File: src/rtl/term_sequencer.sv
// term_sequencer: buffers UART RX bytes in a small FIFO, echoes them to UART TX,
// arbitrates RX bytes against the two push buttons and issues one putchar or
// clearhome operation at a time to the text-display control block.
module term_sequencer #(
  parameter int         DEPTH    = 8,
  parameter logic [7:0] BTN_CHAR = 8'h41,
  parameter bit         ECHO     = 1'b1
) (
  input  logic                     CLK_12MHZ,
  input  logic                     rst,
  input  logic [7:0]               s_axis_tdata,
  input  logic                     s_axis_tvalid,
  output logic                     s_axis_tready,
  output logic [7:0]               m_axis_tdata,
  output logic                     m_axis_tvalid,
  input  logic                     m_axis_tready,
  input  logic                     i_btn_put,
  input  logic                     i_btn_clear,
  input  logic                     i_busy,
  output logic                     o_putchar,
  output logic                     o_clearhome,
  output logic [7:0]               o_char,
  output logic [$clog2(DEPTH):0]   o_level
);

  localparam int          AW      = $clog2(DEPTH);
  localparam logic [AW:0] PTR_ONE = {{AW{1'b0}}, 1'b1};

  typedef enum logic [1:0] {S_IDLE, S_ISSUE, S_ARM, S_WAIT} state_t;
  typedef enum logic [1:0] {SRC_CLR, SRC_FIFO, SRC_PUT} src_t;
  typedef enum logic [1:0] {K_PUT, K_CLR, K_DROP} kind_t;

  // FIFO storage and pointers (one extra wrap bit distinguishes full from empty)
  logic [7:0]  mem [DEPTH];
  logic [AW:0] wr_ptr, rd_ptr;
  logic [AW:0] wr_ptr_nxt, rd_ptr_nxt;
  logic        full, empty, push, pop;
  logic [7:0]  head;

  // Sequencer state and the request latched when leaving IDLE
  state_t      state, state_nxt;
  src_t        src, sel_src;
  kind_t       kind, sel_kind;
  logic [7:0]  sel_char;
  logic        sel_load;
  logic        pend_clr, pend_put;
  logic        clr_done, put_done;

  assign empty = (wr_ptr == rd_ptr);
  assign full  = (wr_ptr[AW] != rd_ptr[AW]) && (wr_ptr[AW-1:0] == rd_ptr[AW-1:0]);
  assign head  = mem[rd_ptr[AW-1:0]];

  // Hold off RX while full, while an echo byte is still waiting (echo mode), and during reset
  assign s_axis_tready = !rst && !full && (!ECHO || !m_axis_tvalid);
  assign push          = s_axis_tvalid && s_axis_tready;

  assign wr_ptr_nxt = push ? wr_ptr + PTR_ONE : wr_ptr;
  assign rd_ptr_nxt = pop  ? rd_ptr + PTR_ONE : rd_ptr;

  // FIFO data array write
  // NOTE: the storage array has no reset; the pointers alone say which entries are valid.
  always_ff @(posedge CLK_12MHZ) begin
    if (push) mem[wr_ptr[AW-1:0]] <= s_axis_tdata;
  end

  // FIFO pointers and registered occupancy
  // NOTE: all clocked state uses non-blocking assignments so every register samples pre-edge values.
  always_ff @(posedge CLK_12MHZ or posedge rst) begin
    if (rst) begin
      wr_ptr  <= '0;
      rd_ptr  <= '0;
      o_level <= '0;
    end else begin
      wr_ptr  <= wr_ptr_nxt;
      rd_ptr  <= rd_ptr_nxt;
      o_level <= wr_ptr_nxt - rd_ptr_nxt;
    end
  end

  // Echo register towards UART TX, independent of the sequencer
  always_ff @(posedge CLK_12MHZ or posedge rst) begin
    if (rst) begin
      m_axis_tvalid <= 1'b0;
      m_axis_tdata  <= 8'h00;
    end else if (ECHO && push) begin
      m_axis_tvalid <= 1'b1;
      m_axis_tdata  <= s_axis_tdata;
    end else if (m_axis_tvalid && m_axis_tready) begin
      m_axis_tvalid <= 1'b0;
    end
  end

  // Button request latches; issuing a request wins over a merged repeat pulse
  always_ff @(posedge CLK_12MHZ or posedge rst) begin
    if (rst) begin
      pend_clr <= 1'b0;
      pend_put <= 1'b0;
    end else begin
      pend_clr <= clr_done ? 1'b0 : (pend_clr | i_btn_clear);
      pend_put <= put_done ? 1'b0 : (pend_put | i_btn_put);
    end
  end

  // FSM state register
  always_ff @(posedge CLK_12MHZ or posedge rst) begin
    if (rst) state <= S_IDLE;
    else     state <= state_nxt;
  end

  // Selected request; o_char only changes when leaving IDLE, so it is stable through WAIT
  always_ff @(posedge CLK_12MHZ or posedge rst) begin
    if (rst) begin
      src    <= SRC_CLR;
      kind   <= K_DROP;
      o_char <= 8'h00;
    end else if (sel_load) begin
      src    <= sel_src;
      kind   <= sel_kind;
      o_char <= sel_char;
    end
  end

  // Next state, request selection (mapping is resolved here and acted on in ISSUE) and pulses
  // NOTE: every signal gets a default first so no path through the case infers a latch.
  always_comb begin
    state_nxt   = state;
    sel_load    = 1'b0;
    sel_src     = SRC_CLR;
    sel_kind    = K_DROP;
    sel_char    = o_char;
    pop         = 1'b0;
    clr_done    = 1'b0;
    put_done    = 1'b0;
    o_putchar   = 1'b0;
    o_clearhome = 1'b0;
    case (state)
      S_IDLE: begin
        if (pend_clr) begin
          sel_load  = 1'b1;
          sel_src   = SRC_CLR;
          sel_kind  = K_CLR;
          state_nxt = S_ISSUE;
        end else if (!empty) begin
          sel_load  = 1'b1;
          sel_src   = SRC_FIFO;
          state_nxt = S_ISSUE;
          case (head)
            8'h0C:   sel_kind = K_CLR;
            8'h00:   sel_kind = K_DROP;
            8'h7F: begin
              sel_kind = K_PUT;
              sel_char = 8'h08;
            end
            default: begin
              sel_kind = K_PUT;
              sel_char = head;
            end
          endcase
        end else if (pend_put) begin
          sel_load  = 1'b1;
          sel_src   = SRC_PUT;
          sel_kind  = K_PUT;
          sel_char  = BTN_CHAR;
          state_nxt = S_ISSUE;
        end
      end
      S_ISSUE: begin
        o_putchar   = (kind == K_PUT);
        o_clearhome = (kind == K_CLR);
        pop         = (src == SRC_FIFO);
        clr_done    = (src == SRC_CLR);
        put_done    = (src == SRC_PUT);
        state_nxt   = (kind == K_DROP) ? S_IDLE : S_ARM;
      end
      S_ARM:   state_nxt = S_WAIT;
      S_WAIT:  if (!i_busy) state_nxt = S_IDLE;
      default: state_nxt = S_IDLE;
    endcase
  end

endmodule

File: config.mk
export PLATFORM = sky130hd
export DESIGN_NAME = term_sequencer
export DESIGN_NICKNAME = d
export VERILOG_FILES = /design/src/rtl/term_sequencer.sv
export SDC_FILE = /design/constraint.sdc
export NUM_CORES = 1
export LEC_CHECK = 0
export ABC_AREA = 1
export BUFFER_PORTS_ARGS = -buffer_cell sky130_fd_sc_hd__buf_2
export CAP_MARGIN = 20
export CORE_MARGIN = 2
export CORE_UTILIZATION = 40
export DETAILED_ROUTE_END_ITERATION = 10
export PLACE_DENSITY_LB_ADDON = 0.3
export SLEW_MARGIN = 20
export SYNTH_ARGS = -nofsm -noshare
export SYNTH_HDL_FRONTEND = slang
export SYNTH_SLANG_ARGS = --single-unit
File: constraint.sdc
create_clock -name CLK_12MHZ -period 6.2 [get_ports CLK_12MHZ]
set_input_delay 0.93 -clock CLK_12MHZ [delete_from_list [all_inputs] [get_ports CLK_12MHZ]]
set_output_delay 0.93 -clock CLK_12MHZ [all_outputs]
set_load 0.05 [all_outputs]
==> qor.txt <==
Total Wirelength = 10240 um
DR WL/cell = 14.72 um
input/output buffers = 38
max cap viols = 0
Core Footprint = 0.01191 mm^2
initial antenna violation count = 0
H-tree depth = 3
DRC violations left = 0
CP Class = register to register
syn_nets = 529
Top Usage Layer GRT = met2
top-area cell type share of the netlist area = 0.3978
critical path arrival = 3.41 ns
worst-path fanout max = 20
VDD IR max = 0.0002704 V
Area contributors post-synth = edfxtp_1, dfrtp_1, nand2_1
initial core utilization = 0.4056
CTS tree = built
FP Rows = 40
GR Layer Usage met3 = 0.04357
setup tns final = 0 ns
period utilisation layout = 0.5547
outcome = finished clean
vias per inst = 4.805
Overall Global Routing Usage = 0.1706
Final setup viols = 0
first-pass GRT wire length = 16420 um
worst-margin pin slew = 1.025 ns
vias in the first global route = 3250
root buffer cell = clkbuf_16
power density over the cells = 517.8 mW/mm^2
post-synth top area cell = edfxtp_1
cell count after synthesis = 508
CTS Sinks = 101
Slew HR = 0.3112
maximum clock insertion buffer count = 2
required time of the critical path = 6.17 ns
clock latency on the worst-skew pair = 0.35 ns
crit end category = register
RSZ-0062 raised after global routing = no
GRT overflow = 0
Final GP Congestion = 0.9034
Max Clock Freq = 290.8 MHz
fin nets = 565
Ys Warns = 0
cell area after synthesis = 0.004831 mm^2
total CTS buffers = 9
Lkg Pwr = 2.575 nW
P&R area growth vs syn = 11.29%
die width = 113.9 um
setup bufs post-CTS = 0
Worst Setup Start Kind = register
die area = 0.01297 mm^2
largest net degree at the start of global routing = 38
Routed Antenna Nets = 0
FF+latch count, synth = 101
Final min period = 3.439 ns
M1 GR Usage = 0.2064
share of cells above drive strength 1 = 0.1767
worst hold path class = register to register
CTS resizes = 0
Final Skew = 0.009212 ns
Distinct cells, synth = 35
Avg Cell Area, Syn = 9.510 um^2
cts hold-fix bufs = 0
Seq/Total Area, Yosys = 0.5897
Die Y = 113.9 um
Post-Place Worst Slack = 2.775 ns
max-slew violations = 0
DP HPWL = 7302 um
Final Worst Setup Slack = 2.761 ns
First-pass DRT Iterations = 4
ant diodes = 0
met2 Resource Use GR = 0.2946
DRT iter0 DRCs = 181
Vias = 3344
Clock transition at path regs = 0.07 ns
I/O Pins = 39
Final Hold Fails = 0
## power breakdown
group | internal (mW) | switching, mW | leakage [nW] | total [mW]
Clock | 0.298 | 0.245 | 0.144 | 0.543
Combinational | 0.355 | 0.916 | 1.41 | 1.27
Sequential | 0.858 | 0.112 | 1.02 | 0.970
## cells in the mapped netlist, drive strengths merged
| cell | number |
|---|---|
| a21boi | 1 |
| xnor2 | 2 |
| edfxtp | 64 |
| a21oi | 1 |
| xor2 | 8 |
| nand2 | 195 |
| a31oi | 3 |
| buf | 14 |
| o21ai | 7 |
| nand2b | 1 |
| nand4 | 4 |
| nor2 | 31 |
| clkbuf | 1 |
| o21a | 1 |
| inv | 82 |
| nor3 | 6 |
| dfrtp | 36 |
| nand3 | 42 |
| ha | 5 |
| dfstp | 1 |
| o22ai | 2 |
| fa | 1 |
## worst max-delay path, stage by stage (launching register included)
cell and delay, ns:
dfrtp_1 0.63, inv_6 0.27, nand2_1 0.07, nand4_1 0.14, nor2_1 0.06, nand2_1 0.06, nand2_1 0.06, nor2_1 0.66
nand2_1 0.26, nor3_1 0.85
## layout make-up
cell class / instances / area, um^2
Clock buffer: 11 / 252.7
Timing Repair Buffer: 40 / 205.2
Inverter: 82 / 320.3
Tap cell: 147 / 183.9
Fill cell: 1140 / 6535
Sequential cell: 101 / 2849
Multi-Input combinational cell: 310 / 1526
Clock inverter: 5 / 38.79
## path summary, 6_finish.rpt
| path | slack, ns | end | cells past startpoint | start |
|---|---|---|---|---|
| worst max-delay path | 2.76 | mem[1][0] | 9 | rd_ptr[1] |
| worst min-delay path | 0.47 | o_char[7] | 2 | o_char[7] |
| worst max register to register | 2.76 | mem[1][0] | 9 | rd_ptr[1] |
| worst min register to register | 0.47 | o_char[7] | 2 | o_char[7] |
| max in group asynchronous | 5.15 | kind[1] | 3 | rst |
| min in group asynchronous | 0.69 | m_axis_tvalid | 3 | rst |
## per-stage QoR
stage          utilization  power, mW  cells  hold WS (ns)  cell area [um^2]
2_1_floorplan            -      2.030    508        0.4581              4831
3_3_place_gp        0.4261      2.225    680        0.4500              5075
3_5_place_dp        0.4261      2.248    680        0.4532              5075
4_1_cts             0.4505      2.798    696        0.4690              5366
5_1_grt             0.4514      2.988    696        0.4971              5376
6_report            0.4514      2.784    696        0.4655              5376
## layout by cell type (no fill, tap or decap), types with 2 or more instances in the layout
cell type    n
clkbuf_16    9
nor2_2       4
ha_1         5
nor2_1      26
nand2_1    172
o21ai_0      6
nor3_2       2
a31oi_1      3
o22ai_1      2
edfxtp_1    64
inv_8        2
buf_4        2
inv_6        2
nand2_4      4
clkbuf_8     2
nand3_1     37
nand3_2      4
dfrtp_1     36
nand2_2     19
nor3_1       4
xor2_1       8
nand4_1      4
xnor2_1      2
inv_1       78
inv_2        2
buf_2       38
## state kept, by name, summed over array words and instances (netlist names), 2 cells and up, named ones only
| signal | cells |
|---|---|
| mem | 64 |
| m_axis_tdata | 8 |
| o_char | 8 |
| o_level | 4 |
| rd_ptr | 4 |
| wr_ptr | 4 |
| kind | 2 |
| src | 2 |
## per-layer routing
| layer | share of wire | vias up |
|---|---|---|
| li1 | - | 1657 |
| met1 | 0.42 | 1586 |
| met2 | 0.51 | 89 |
| met3 | 0.050 | 12 |
| met4 | 0.017 | 0 |
| met5 | 0 | - |
## kinds of logic after synthesis
family	count (synthesis)	synth area share
AND/OR/NAND/NOR	279	0.2600
adder cells (fa/ha/maj)	6	0.01709
XOR/XNOR	10	0.01813
flip-flops	101	0.5897
AO/OA/AOI/OAI	15	0.01865
buffers and inverters	97	0.09635
Power figures use the tool's default switching activity.
